<file path="config.mk">
export PLATFORM = sky130hd
export DESIGN_NAME = axi_bram_log_drain
export DESIGN_NICKNAME = d
export VERILOG_FILES = /design/src/rtl/axi_bram_log_drain.sv
export SDC_FILE = /design/constraint.sdc
export NUM_CORES = 1
export LEC_CHECK = 0
export ABC_CLOCK_PERIOD_IN_PS = 3600
export BUFFER_PORTS_ARGS = -buffer_cell sky130_fd_sc_hd__buf_4
export CAP_MARGIN = 20
export CORE_AREA = 2 2 124 126
export CTS_BUF_LIST = sky130_fd_sc_hd__clkbuf_8
export CTS_CLUSTER_SIZE = 40
export DETAILED_ROUTE_END_ITERATION = 12
export DIE_AREA = 0 0 126 128
export PLACE_DENSITY = 0.78
export SETUP_SLACK_MARGIN = 0.02
export SLEW_MARGIN = 20
export SYNTH_ARGS = -nofsm -noshare
export SYNTH_HDL_FRONTEND = slang
export SYNTH_SLANG_ARGS = --single-unit
</file>
<file path="constraint.sdc">
create_clock -name Clk_CI -period 3.6 [get_ports Clk_CI]
set_input_delay 0 -clock Clk_CI [delete_from_list [all_inputs] [get_ports Clk_CI]]
set_output_delay 0 -clock Clk_CI [all_outputs]
set_load 0.05 [all_outputs]
</file>
<file path="src/rtl/axi_bram_log_drain.sv">
// axi_bram_log_drain: drains entries from the BRAM logger's 32-bit external
// port, rebuilds each NUM_PAR_BRAMS-word entry and streams it out on a
// valid/ready interface, then pulses the logger's clear and reports done.
//
// Ports:
//   Clk_CI, Rst_RI            clock, async active-high reset
//   Start_SI, NumEntries_DI   start pulse and entry count (clamped to CAP)
//   Full_SI                   logger full flag (auto-start, LOG_DRAIN_AUTO_EN)
//   Busy_SO, Done_SO          busy level, one-cycle done pulse
//   Clear_SO                  one-cycle clear pulse to the logger
//   BramEn_SO, BramAddr_DO    BRAM read port (byte address)
//   BramWrEn_SO, BramWr_DO    BRAM write port, tied off
//   BramRd_DI                 BRAM read data, one cycle after the address
//   LogValid_SO, LogReady_SI  entry stream handshake
//   LogData_DO                entry, word p at bits [32p+31:32p]
//
// Optional build macro: LOG_DRAIN_AUTO_EN (rising edge of Full_SI in IDLE
// starts a full-capacity drain; Start_SI wins when both occur together).

module axi_bram_log_drain #(
    parameter int NUM_PAR_BRAMS  = 3,
    parameter int NUM_SER_BRAMS  = 12,
    parameter int ENTRY_CNT_BITW = 14,
    parameter int BRAM_ADDR_BITW = 32
) (
    input  logic                        Clk_CI,
    input  logic                        Rst_RI,
    input  logic                        Start_SI,
    input  logic [ENTRY_CNT_BITW-1:0]   NumEntries_DI,
    input  logic                        Full_SI,
    output logic                        Busy_SO,
    output logic                        Done_SO,
    output logic                        Clear_SO,
    output logic                        BramEn_SO,
    output logic [BRAM_ADDR_BITW-1:0]   BramAddr_DO,
    output logic [3:0]                  BramWrEn_SO,
    output logic [31:0]                 BramWr_DO,
    input  logic [31:0]                 BramRd_DI,
    output logic                        LogValid_SO,
    input  logic                        LogReady_SI,
    output logic [32*NUM_PAR_BRAMS-1:0] LogData_DO
);

    localparam int CAP       = 1024 * NUM_SER_BRAMS;
    localparam int WIDX_BITW = (NUM_PAR_BRAMS > 1) ? $clog2(NUM_PAR_BRAMS) : 1;

    localparam logic [ENTRY_CNT_BITW-1:0] CapC     = ENTRY_CNT_BITW'(CAP);
    localparam logic [WIDX_BITW-1:0]      LastWord = WIDX_BITW'(NUM_PAR_BRAMS - 1);

    typedef enum logic [2:0] {
        S_IDLE,
        S_READ,
        S_COLLECT,
        S_OUT,
        S_CLEAR,
        S_DONE
    } state_t;

    state_t                      state_q, state_d;
    logic [ENTRY_CNT_BITW-1:0]   entry_q, entry_d;
    logic [WIDX_BITW-1:0]        word_q, word_d;
    logic [ENTRY_CNT_BITW-1:0]   num_q, num_d;
    logic                        cap_vld_q;
    logic [WIDX_BITW-1:0]        cap_idx_q;
    logic [32*NUM_PAR_BRAMS-1:0] data_q;

    logic [ENTRY_CNT_BITW-1:0]   num_clamped;
    logic                        start_req;
    logic [ENTRY_CNT_BITW-1:0]   start_num;
    logic [BRAM_ADDR_BITW-1:0]   word_addr;

    assign num_clamped = (NumEntries_DI > CapC) ? CapC : NumEntries_DI;

`ifdef LOG_DRAIN_AUTO_EN
    logic full_q;

    always_ff @(posedge Clk_CI or posedge Rst_RI) begin
        if (Rst_RI) begin
            full_q <= 1'b0;
        end else begin
            full_q <= Full_SI;
        end
    end

    // Explicit start keeps its own count even if Full_SI rises together.
    assign start_req = Start_SI | (Full_SI & ~full_q);
    assign start_num = Start_SI ? num_clamped : CapC;
`else
    logic unused_full;

    assign unused_full = Full_SI;
    assign start_req   = Start_SI;
    assign start_num   = num_clamped;
`endif

    always_ff @(posedge Clk_CI or posedge Rst_RI) begin
        if (Rst_RI) begin
            state_q <= S_IDLE;
            entry_q <= '0;
            word_q  <= '0;
            num_q   <= '0;
        end else begin
            state_q <= state_d;
            entry_q <= entry_d;
            word_q  <= word_d;
            num_q   <= num_d;
        end
    end

    always_comb begin
        state_d = state_q;
        entry_d = entry_q;
        word_d  = word_q;
        num_d   = num_q;
        unique case (state_q)
            S_IDLE: begin
                if (start_req) begin
                    num_d   = start_num;
                    entry_d = '0;
                    word_d  = '0;
                    state_d = (start_num == '0) ? S_DONE : S_READ;
                end
            end
            S_READ: begin
                if (word_q == LastWord) begin
                    word_d  = '0;
                    state_d = S_COLLECT;
                end else begin
                    word_d = word_q + 1'b1;
                end
            end
            S_COLLECT: state_d = S_OUT;
            S_OUT: begin
                if (LogReady_SI) begin
                    if (entry_q == num_q - 1'b1) begin
                        state_d = S_CLEAR;
                    end else begin
                        entry_d = entry_q + 1'b1;
                        state_d = S_READ;
                    end
                end
            end
            S_CLEAR: state_d = S_DONE;
            S_DONE:  state_d = S_IDLE;
            default: state_d = S_IDLE;
        endcase
    end

    // Read data arrives one cycle after its address, so the slot index
    // is delayed alongside a capture strobe.
    always_ff @(posedge Clk_CI or posedge Rst_RI) begin
        if (Rst_RI) begin
            cap_vld_q <= 1'b0;
            cap_idx_q <= '0;
            data_q    <= '0;
        end else begin
            cap_vld_q <= (state_q == S_READ);
            cap_idx_q <= word_q;
            for (int p = 0; p < NUM_PAR_BRAMS; p++) begin
                if (cap_vld_q && cap_idx_q == WIDX_BITW'(p)) begin
                    data_q[32*p +: 32] <= BramRd_DI;
                end
            end
        end
    end

    assign word_addr = BRAM_ADDR_BITW'(entry_q) * BRAM_ADDR_BITW'(NUM_PAR_BRAMS)
                     + BRAM_ADDR_BITW'(word_q);

    // Outputs decode the state directly so an async reset clears them at once.
    assign Busy_SO     = (state_q != S_IDLE);
    assign Done_SO     = (state_q == S_DONE);
    assign Clear_SO    = (state_q == S_CLEAR);
    assign BramEn_SO   = (state_q == S_READ);
    assign BramAddr_DO = (state_q == S_READ) ? (word_addr << 2) : '0;
    assign BramWrEn_SO = 4'h0;
    assign BramWr_DO   = 32'h0;
    assign LogValid_SO = (state_q == S_OUT);
    assign LogData_DO  = data_q;

endmodule

</file>
Yosys cells after proc, flatten, opt, wreduce, memory -nomap -nowiden
Cells that the tools add are included.
W data, S select, Z words.
{"block": "totals", "reg_bits": 132, "rom_bits": 0, "wordCells": 56, "latchBits": 0, "inputBits": 51, "output_inout_bits": 169, "ramBits": 0, "mem_count": 0}
{"block": "op_classes", "muxes": 15, "div_mod_pow": 0, "mul": 1, "n_bitwise": 0, "magnitude_cmp": 1, "reduce_logical": 13, "shift": 0, "addsub": 4, "n_eq_ne": 13}
{"operator": "$mux W14", "n": 4}
{"operator": "$pmux W14 S2", "n": 1}
{"operator": "$mux W19", "n": 1}
{"operator": "$add A16 B2 Y17", "n": 1}
{"operator": "$mul A14 B2 Y16 const B", "n": 1}
{"operator": "$mux W3", "n": 5}
{"operator": "$pmux W3 S5", "n": 1}
{"operator": "$add A14 B1 Y14 const B", "n": 1}
{"operator": "$eq A14 B14 Y1", "n": 1}
{"operator": "$gt A14 B14 Y1 const B", "n": 1}
{"operator": "$logic_not A14 Y1", "n": 1}
{"operator": "$sub A14 B1 Y14 const B", "n": 1}
{"operator": "$eq A3 B2 Y1 const B", "n": 2}
{"operator": "$eq A3 B3 Y1 const B", "n": 2}
{"operator": "$eq A2 B2 Y1 const B", "n": 2}
{"operator": "$mux W2", "n": 2}
{"operator": "$ne A2 B1 Y1 const B", "n": 2}
{"operator": "$ne A2 B2 Y1 const B", "n": 2}
{"operator": "$pmux W2 S2", "n": 1}
{"operator": "$reduce_and A2 Y1", "n": 2}
{"operator": "$reduce_and A4 Y1", "n": 1}
{"operator": "$reduce_bool A2 Y1", "n": 2}
{"operator": "$eq A3 B1 Y1 const B", "n": 1}
{"operator": "$logic_and A1 B1 Y1", "n": 3}
{"operator": "other kinds (6)", "n": 6}

Longest topological paths before layout
Gate-level depths: netlist of the first run.
{"block": "depth", "ltp_word": 6, "depth_mapped": 10, "mapped_depth_nobuf": 10}

Worst setup path after synthesis of the first run
OpenSTA, ideal clock, no wires.
{"block": "synth_timing", "path_kind": "reg-to-output", "start": "reg entry_q[0]", "end": "out BramAddr_DO[15]", "t_arrival_ps": 3485, "setup_slack_ps": 115, "t_required_ps": 3600, "stages_incl_launch_ff": 11, "path_buffers": 0, "path_cell_list": "dfrtp_1 -> fa_1 -> ha_1 -> fa_1 -> a21o_1 -> a21oi_1 -> o21bai_1 -> a31o_2 -> a211oi_1 -> o21ai_0 -> a21oi_1"}
{"block": "synth_via", "elab_chain_cells": 3}
{"element": "from (decl)", "line_no": "60", "text": "logic [ENTRY_CNT_BITW-1:0] entry_q, entry_d;"}
{"element": "from (signal assigned)", "line_no": "104", "text": "entry_q <= entry_d;"}
{"element": "$mul A14 B2 Y16", "line_no": "167", "text": "assign word_addr = BRAM_ADDR_BITW'(entry_q) * BRAM_ADDR_BITW'(NUM_PAR_BRAMS)"}
{"element": "$add A16 B2 Y17", "line_no": "168", "text": "+ BRAM_ADDR_BITW'(word_q);"}
{"element": "$mux W19", "line_no": "175", "text": "assign BramAddr_DO = (state_q == S_READ) ? (word_addr << 2) : '0;"}
{"element": "to (decl)", "line_no": "35", "text": "output logic [BRAM_ADDR_BITW-1:0] BramAddr_DO,"}
Every way passes these cells.

Final worst setup path of the first run
Same ends and word-level chain as after synthesis.

==> qor.yml, run 1 <==
postSynthCellCount: 609
critPathKind: "flip-flop to output port"
hpwlAfterDp_um: 11700
clkTransAtPathRegs_ps: 80
post-route-drc-count: 0
crit_family: "compound AO/OA/AOI/OAI gates"
synth.cells.most_frequent: "132 x dfrtp_1, 97 x mux2_2, 52 x buf_4"
critPathRequiredTime_ps: 3600
fin_util: 0.624
netlist_area_mm2: 0.00702
antenna_found_initial: 0
dr.pass1.iters: 5
routed_via_density: 5.23
track_usage: 0.211
synth_ff_type: "dfrtp_1"
ant_nets: 0
clkSinkCount: 132
fill_cells: 1197
setup_viol: 0
post-route-period-util: 0.939
antenna_cells: 0
arrival_ps: 3380
routed_wl_um: 17200
cts_buffer_depth: 2
first_iter_violations: 366
fin_setup_tns_ps: 0
synth_enable_flop_cells: 0
cellLeakagePower_nw: 4.43
yosys_warnings: 0
num_vias: 5404
path_max_fanout: 4
finalHoldViolations: 0
worst-slew-pin-transition_ps: 915
cts_tree: "done"
die_w_um: 126
io_pins: 220
layout-drive-gt1-share: 0.393
rows: 45
synthArstFlopShare: 1.00
status: "finished, final reports clean"
cts_buffers: 17
grt_pass1_wl_um: 27400
grt_pass1_vias: 5326
yosysUniqueCellTypes: 63
start_util: 0.472
port_buffers: 166
path_cells: "fa_1 > ha_2 > fa_2 > a21o_1 > a21oi_2 > o21bai_1 > a31o_2 > a211oi_2 > o21ai_1 > a21oi_1 > buf_4"
grt_max_degree: 77
rsz0062_at_grt: "false"
maxCapViolations: 0
regArea_mm2: 0.00331
critPathMaxStageDelay_ps: 490
fin_skew_ps: 10.7
wire_per_inst_um: 16.6
cts_root_buf: "clkbuf_8"
globalRouteOverflowTotal: 0
finalMaxSlewViolations: 0
synth.most_common_cell: "dfrtp_1"
syn-mean-instance-area_um2: 11.5
gp_congestion: 0.878
clk_latency_ps: 440
synth-seq-cells: 132
critPathBufInv: 1
worst_setup_path_start_kind: "flip-flop"
h-tree-depth: 4
die_h_um: 128
area_delta_synth_final_pct: 32.2
synth-seq-area-share: 0.471
nNetsFinal: 915
synth_top_area_share: 0.471
hp-class: "input pin to flip-flop"
crit_path_top_delay_cell: "fa_1"
fin_crit_ps: 3380
timing.slew.headroom: 0.387
die_area_mm2: 0.0161
cp-end-kind: "output port"
core_region_area_mm2: 0.0149
synth_top_area_cell: "dfrtp_1"
synthTopCellsByArea: "dfrtp_1 47%, mux2_2 16%, buf_4 5.6%"
max_clock_freq_mhz: 296
power_density_mw_per_mm2: 1010
multi_input_area_mm2: 0.00339
peakVddDrop_v: 0.000443
metrics by stage:
stage	power [mW]	instance area, µm²	setup WS [ps]	hold slack (ps)	cells
2_1_floorplan	6.45	7210	74.0	105	660
3_3_place_gp	7.81	8280	374	228	946
3_5_place_dp	7.91	8280	363	231	946
4_1_cts	9.27	9190	33.9	3.34	1026
5_1_grt	9.76	9270	2.58	50.0	1033
6_report	9.32	9270	220	17.6	1033
logic make-up after synthesis:
| kind of cell | after synthesis | synth area share |
|---|---|---|
| muxes | 103 | 0.165 |
| other | 1 | 0.000534 |
| xor gates and xnor gates | 24 | 0.0300 |
| DFF | 132 | 0.471 |
| AOI/OAI and AO/OA | 85 | 0.0835 |
| buffers and inverters | 89 | 0.0767 |
| and+or+nand+nor | 144 | 0.117 |
| adders and majority gates | 31 | 0.0574 |
cells in the final DEF, fill, tap and decap left out, types with 3 or more instances in the layout:
cell and count:
a211oi_1 4, a21o_1 6, a21oi_1 22, a22o_1 8, a31oi_1 5, and2_1 8
and3_1 3, buf_4 178, bufinv_16 3, clkbuf_8 17, clkinv_4 4, conb_1 52
dfrtp_1 129, dfrtp_2 3, dlygate4sd3_1 49, ha_1 28, inv_1 13, inv_6 4
mux2_2 97, mux2i_1 4, nand2_1 31, nand2b_1 5, nand3_1 11, nand3b_1 4
nand4_1 5, nand4b_1 3, nor2_1 28, nor2b_1 5, nor3_1 8, nor4_1 3
nor4b_2 3, o21ai_0 9, o21bai_1 3, o31ai_1 6, or3_1 7, or4_1 5
xnor2_1 13, xor2_1 11
what timing repair did:
action	CTS	global route
gates resized for setup	3	6
setup buffers	0	6
endpoints found under the hold margin	187	0
setup endpoints to repair	3	5
hold buffers	49	0
pin swaps	0	4
metal layers:
layer,part of all wire,GRT usage,wire [µm],up-vias
li1,-,-,-,2529
met2,0.51,0.369,8740,187
met4,0.017,0.0679,295,0
met1,0.41,0.259,7060,2662
met3,0.062,0.0509,1060,26
met5,0,0,0,-
state kept, by name, summed over array words and instances (netlist names):
name	count
cap_vld_q	1
LogData_DO	96
cap_idx_q	2
num_q	14
word_q	2
state_q	3
entry_q	14
tightest hold or removal path, cell delays in order:
cell	delay, ps
buf_4	90
nor3_1	40
a21oi_1	100
nor2_1	70
a21oi_1	110
final timing paths:
path / startpoint / endpoint / slack, ps / cells after the start
min in group asynchronous: Rst_RI / LogData_DO[33]$_DFFE_PP0P_ / 70 / 3
worst max register to register: num_q[0]$_DFFE_PP0P_ / entry_q[0]$_DFFE_PP0P_ / 470 / 9
max in group asynchronous: Rst_RI / LogData_DO[19]$_DFFE_PP0P_ / 2620 / 5
worst min register to register: word_q[1]$_DFFE_PP0P_ / cap_idx_q[1]$_DFF_PP0_ / 480 / 0
worst max-delay path: entry_q[0]$_DFFE_PP0P_ / BramAddr_DO[15] / 220 / 11
worst min-delay path: Start_SI / state_q[2]$_DFFE_PP0P_ / 20 / 5
report_power, final:
| group | internal, mW | switching, mW |
|---|---|---|
| Combinational | 1.86 | 3.50 |
| Clock | 0.691 | 0.614 |
| Sequential | 2.17 | 0.491 |
area by class of cell:
class | instances | area share
Multi-Input combinational cell | 439 | 0.366
Clock buffer | 17 | 0.0252
Timing Repair Buffer | 229 | 0.202
Sequential cell | 132 | 0.357
Inverter | 14 | 0.00594
Tap cell | 188 | 0.0254
Clock inverter | 14 | 0.0192
No activity file was read; power rests on OpenSTA's default activity.
==> run 2: changes to the inputs <==
--- a/config.mk
+++ b/config.mk
@@ -5,15 +5,15 @@
 export SDC_FILE = /design/constraint.sdc
 export NUM_CORES = 1
 export LEC_CHECK = 0
-export ABC_CLOCK_PERIOD_IN_PS = 3600
+export ABC_CLOCK_PERIOD_IN_PS = 4400
 export BUFFER_PORTS_ARGS = -buffer_cell sky130_fd_sc_hd__buf_4
 export CAP_MARGIN = 20
-export CORE_AREA = 2 2 124 126
+export CORE_AREA = 2 2 114 116
 export CTS_BUF_LIST = sky130_fd_sc_hd__clkbuf_8
 export CTS_CLUSTER_SIZE = 40
 export DETAILED_ROUTE_END_ITERATION = 12
-export DIE_AREA = 0 0 126 128
-export PLACE_DENSITY = 0.78
+export DIE_AREA = 0 0 116 118
+export PLACE_DENSITY = 0.87
 export SETUP_SLACK_MARGIN = 0.02
 export SLEW_MARGIN = 20
 export SYNTH_ARGS = -nofsm -noshare
==> constraint.sdc (replaced) <==
create_clock -name Clk_CI -period 4.4 [get_ports Clk_CI]
set_input_delay 0 -clock Clk_CI [delete_from_list [all_inputs] [get_ports Clk_CI]]
set_output_delay 0 -clock Clk_CI [all_outputs]
set_load 0.05 [all_outputs]
==> qor.yml, run 2 (synthesis gave the netlist of run 1 again) <==
port_buffers: 166  # unchanged
area_delta_synth_final_pct: 29.5  # was 32.2%
num_vias: 5644  # was 5404
h-tree-depth: 4  # unchanged
critPathKind: "flip-flop to output port"  # unchanged
path_max_fanout: 7  # was 4
peakVddDrop_v: 0.000373  # was 0.000443 V
die_w_um: 116  # was 126 µm
hpwlAfterDp_um: 12400  # was 11700 µm
wire_per_inst_um: 19.1  # was 16.6 µm
max_clock_freq_mhz: 265
cts_tree: "done"  # unchanged
use_met1: 0.331  # was 0.259
core_region_area_mm2: 0.0124  # was 0.0149 mm²
rows: 41  # was 45
post-route-drc-count: 0  # unchanged
cts_resized: 0  # was 3
fin_util: 0.732  # was 0.624
worst_setup_path_start_kind: "flip-flop"  # unchanged
regArea_mm2: 0.00330  # was 0.00331 mm²
start_util: 0.565  # was 0.472
finalHoldViolations: 0  # unchanged
clkTransAtPathRegs_ps: 70  # was 80 ps
grt_pass1_vias: 5704  # was 5326
finalNonFillerCells: 1007  # was 1033
critPathMaxStageDelay_ps: 510  # was 490 ps
fin_crit_ps: 3770
final_cell_mix: "171 x buf_4, 132 x dfrtp_1, 97 x mux2_2"  # was 178 x buf_4, 129 x dfrtp_1, 97 x mux2_2
cellLeakagePower_nw: 4.36  # was 4.43 nW
multi_input_area_mm2: 0.00337  # was 0.00339 mm²
status: "finished, final reports clean"  # unchanged
globalRouteOverflowTotal: 0  # unchanged
gp_congestion: 0.868  # was 0.878
post-cts-setup-buffers: 0  # unchanged
grtUsageMet3: 0.0649  # was 0.0509
grtUsageMet2: 0.485  # was 0.369
rsz0062_at_grt: "false"  # unchanged
crit_family: "compound AO/OA/AOI/OAI gates"  # unchanged
critPathBufInv: 1  # unchanged
clkSinkCount: 132  # unchanged
io_pins: 220  # unchanged
layout-drive-gt1-share: 0.374  # was 0.393
first_iter_violations: 453  # was 366
path_cells: "fa_1 > ha_1 > fa_1 > a21o_1 > a21oi_1 > o21bai_1 > a31o_2 > a211oi_1 > o21ai_0 > a21oi_1 > buf_4"  # was fa_1 > ha_2 > fa_2 > a21o_1 > a21oi_2 > o21bai_1 > a31o_2 > a211oi_2 > o21ai_1 > a21oi_1 > buf_4
antenna_cells: 0  # unchanged
final_common_cell: "buf_4"  # unchanged
timing.slew.headroom: 0.343  # was 0.387
routed_wl_um: 19300  # was 17200 µm
cts_hold_buf: 49  # unchanged
worst-slew-pin-transition_ps: 981  # was 915 ps
nNetsFinal: 906  # was 915
cts_root_buf: "clkbuf_8"  # unchanged
die_h_um: 118  # was 128 µm
die_area_mm2: 0.0137  # was 0.0161 mm²
fin_skew_ps: 11.9  # was 10.7 ps
dr.pass1.iters: 5  # unchanged
crit_path_top_delay_cell: "fa_1"  # unchanged
maxCapViolations: 0  # unchanged
routed_via_density: 5.60  # was 5.23
cts_buffers: 17  # unchanged
post-route-period-util: 0.858
cts_buffer_depth: 2  # unchanged
largest_reg_flops: 96  # unchanged
setup_viol: 0  # unchanged
fill_cells: 823  # was 1197
cp-end-kind: "output port"  # unchanged
antenna_found_initial: 0  # unchanged
power_density_mw_per_mm2: 844  # was 1010 mW/mm²
critPathRequiredTime_ps: 4400  # was 3600 ps
fin_setup_tns_ps: 0  # unchanged
track_usage: 0.284  # was 0.211
finalMaxSlewViolations: 0  # unchanged
clk_latency_ps: 460  # was 440 ps
arrival_ps: 3770  # was 3380 ps
hp-class: "input pin to flip-flop"  # unchanged
dpl.cell_count: 928  # was 946
p_total_mw: 7.67  # was 9.32 mW
ant_nets: 0  # unchanged
grt_max_degree: 68  # was 77
grt_pass1_wl_um: 29600  # was 27400 µm
grt_busiest_layer: "met2"  # unchanged
==> run 2: cell count changes in the layout (fill, tap and decap cells not counted), moves of 2 or more <==
cell        change
clkinv_2        +2
clkinvlp_4      +3
buf_4           -7
inv_6           -4
inv_1           +2
dfrtp_1         +3
dfrtp_2         -3
a211oi_1        +2
clkinv_4        -4
a211oi_2        -2
==> run 2: worst paths after layout <==
check | startpoint | end | slack, ps | cells past startpoint
max in group asynchronous | Rst_RI | LogData_DO[91]$_DFFE_PP0P_ | 2750 | 4
worst min register to register | LogData_DO[72]$_DFFE_PP0P_ | LogData_DO[72]$_DFFE_PP0P_ | 510 | 1
worst max register to register | num_q[0]$_DFFE_PP0P_ | entry_q[0]$_DFFE_PP0P_ | 1130 | 9
min in group asynchronous | Rst_RI | LogData_DO[65]$_DFFE_PP0P_ | 290 | 3
worst min-delay path | Start_SI | state_q[2]$_DFFE_PP0P_ | 70 | 5
worst max-delay path | entry_q[0]$_DFFE_PP0P_ | BramAddr_DO[15] | 630 | 11
==> run 2: tightest hold or removal path, cell delays in order <==
cell and delay, ps:
buf_4 90, nor3_1 40, a21oi_1 140, nor2_1 90, a21oi_1 120
==> run 2: per-layer routing <==
layer / vias to the layer above / part of all wire
met5: - / 0
met4: 0 / 0.043
met3: 72 / 0.070
met2: 283 / 0.51
met1: 2774 / 0.38
li1: 2515 / -
==> run 2: area by class of cell <==
class	instances	share of cell area
clock inverter	12	0.0129
clock buffer	18	0.0273
multi-input combinational	439	0.371
tap	172	0.0237
inverter	14	0.00606
sequential	132	0.364
timing repair buffer	220	0.195
==> run 2: power breakdown <==
part           leakage [nW]  switching (mW)  internal, mW
clock                 0.185           0.488         0.502
combinational          2.58            2.95          1.49
sequential             1.59           0.462          1.77
==> run 2: stage by stage <==
stage | area [µm²] | setup slack [ps] | hold WS [ps]
detailed placement | 8230 | 1110 | 228
CTS | 9080 | 606 | 53.3
global route | 9080 | 409 | 124
finish | 9080 | 627 | 73.9
global placement | 8230 | 1130 | 201
floorplan | 7210 | 874 | 105
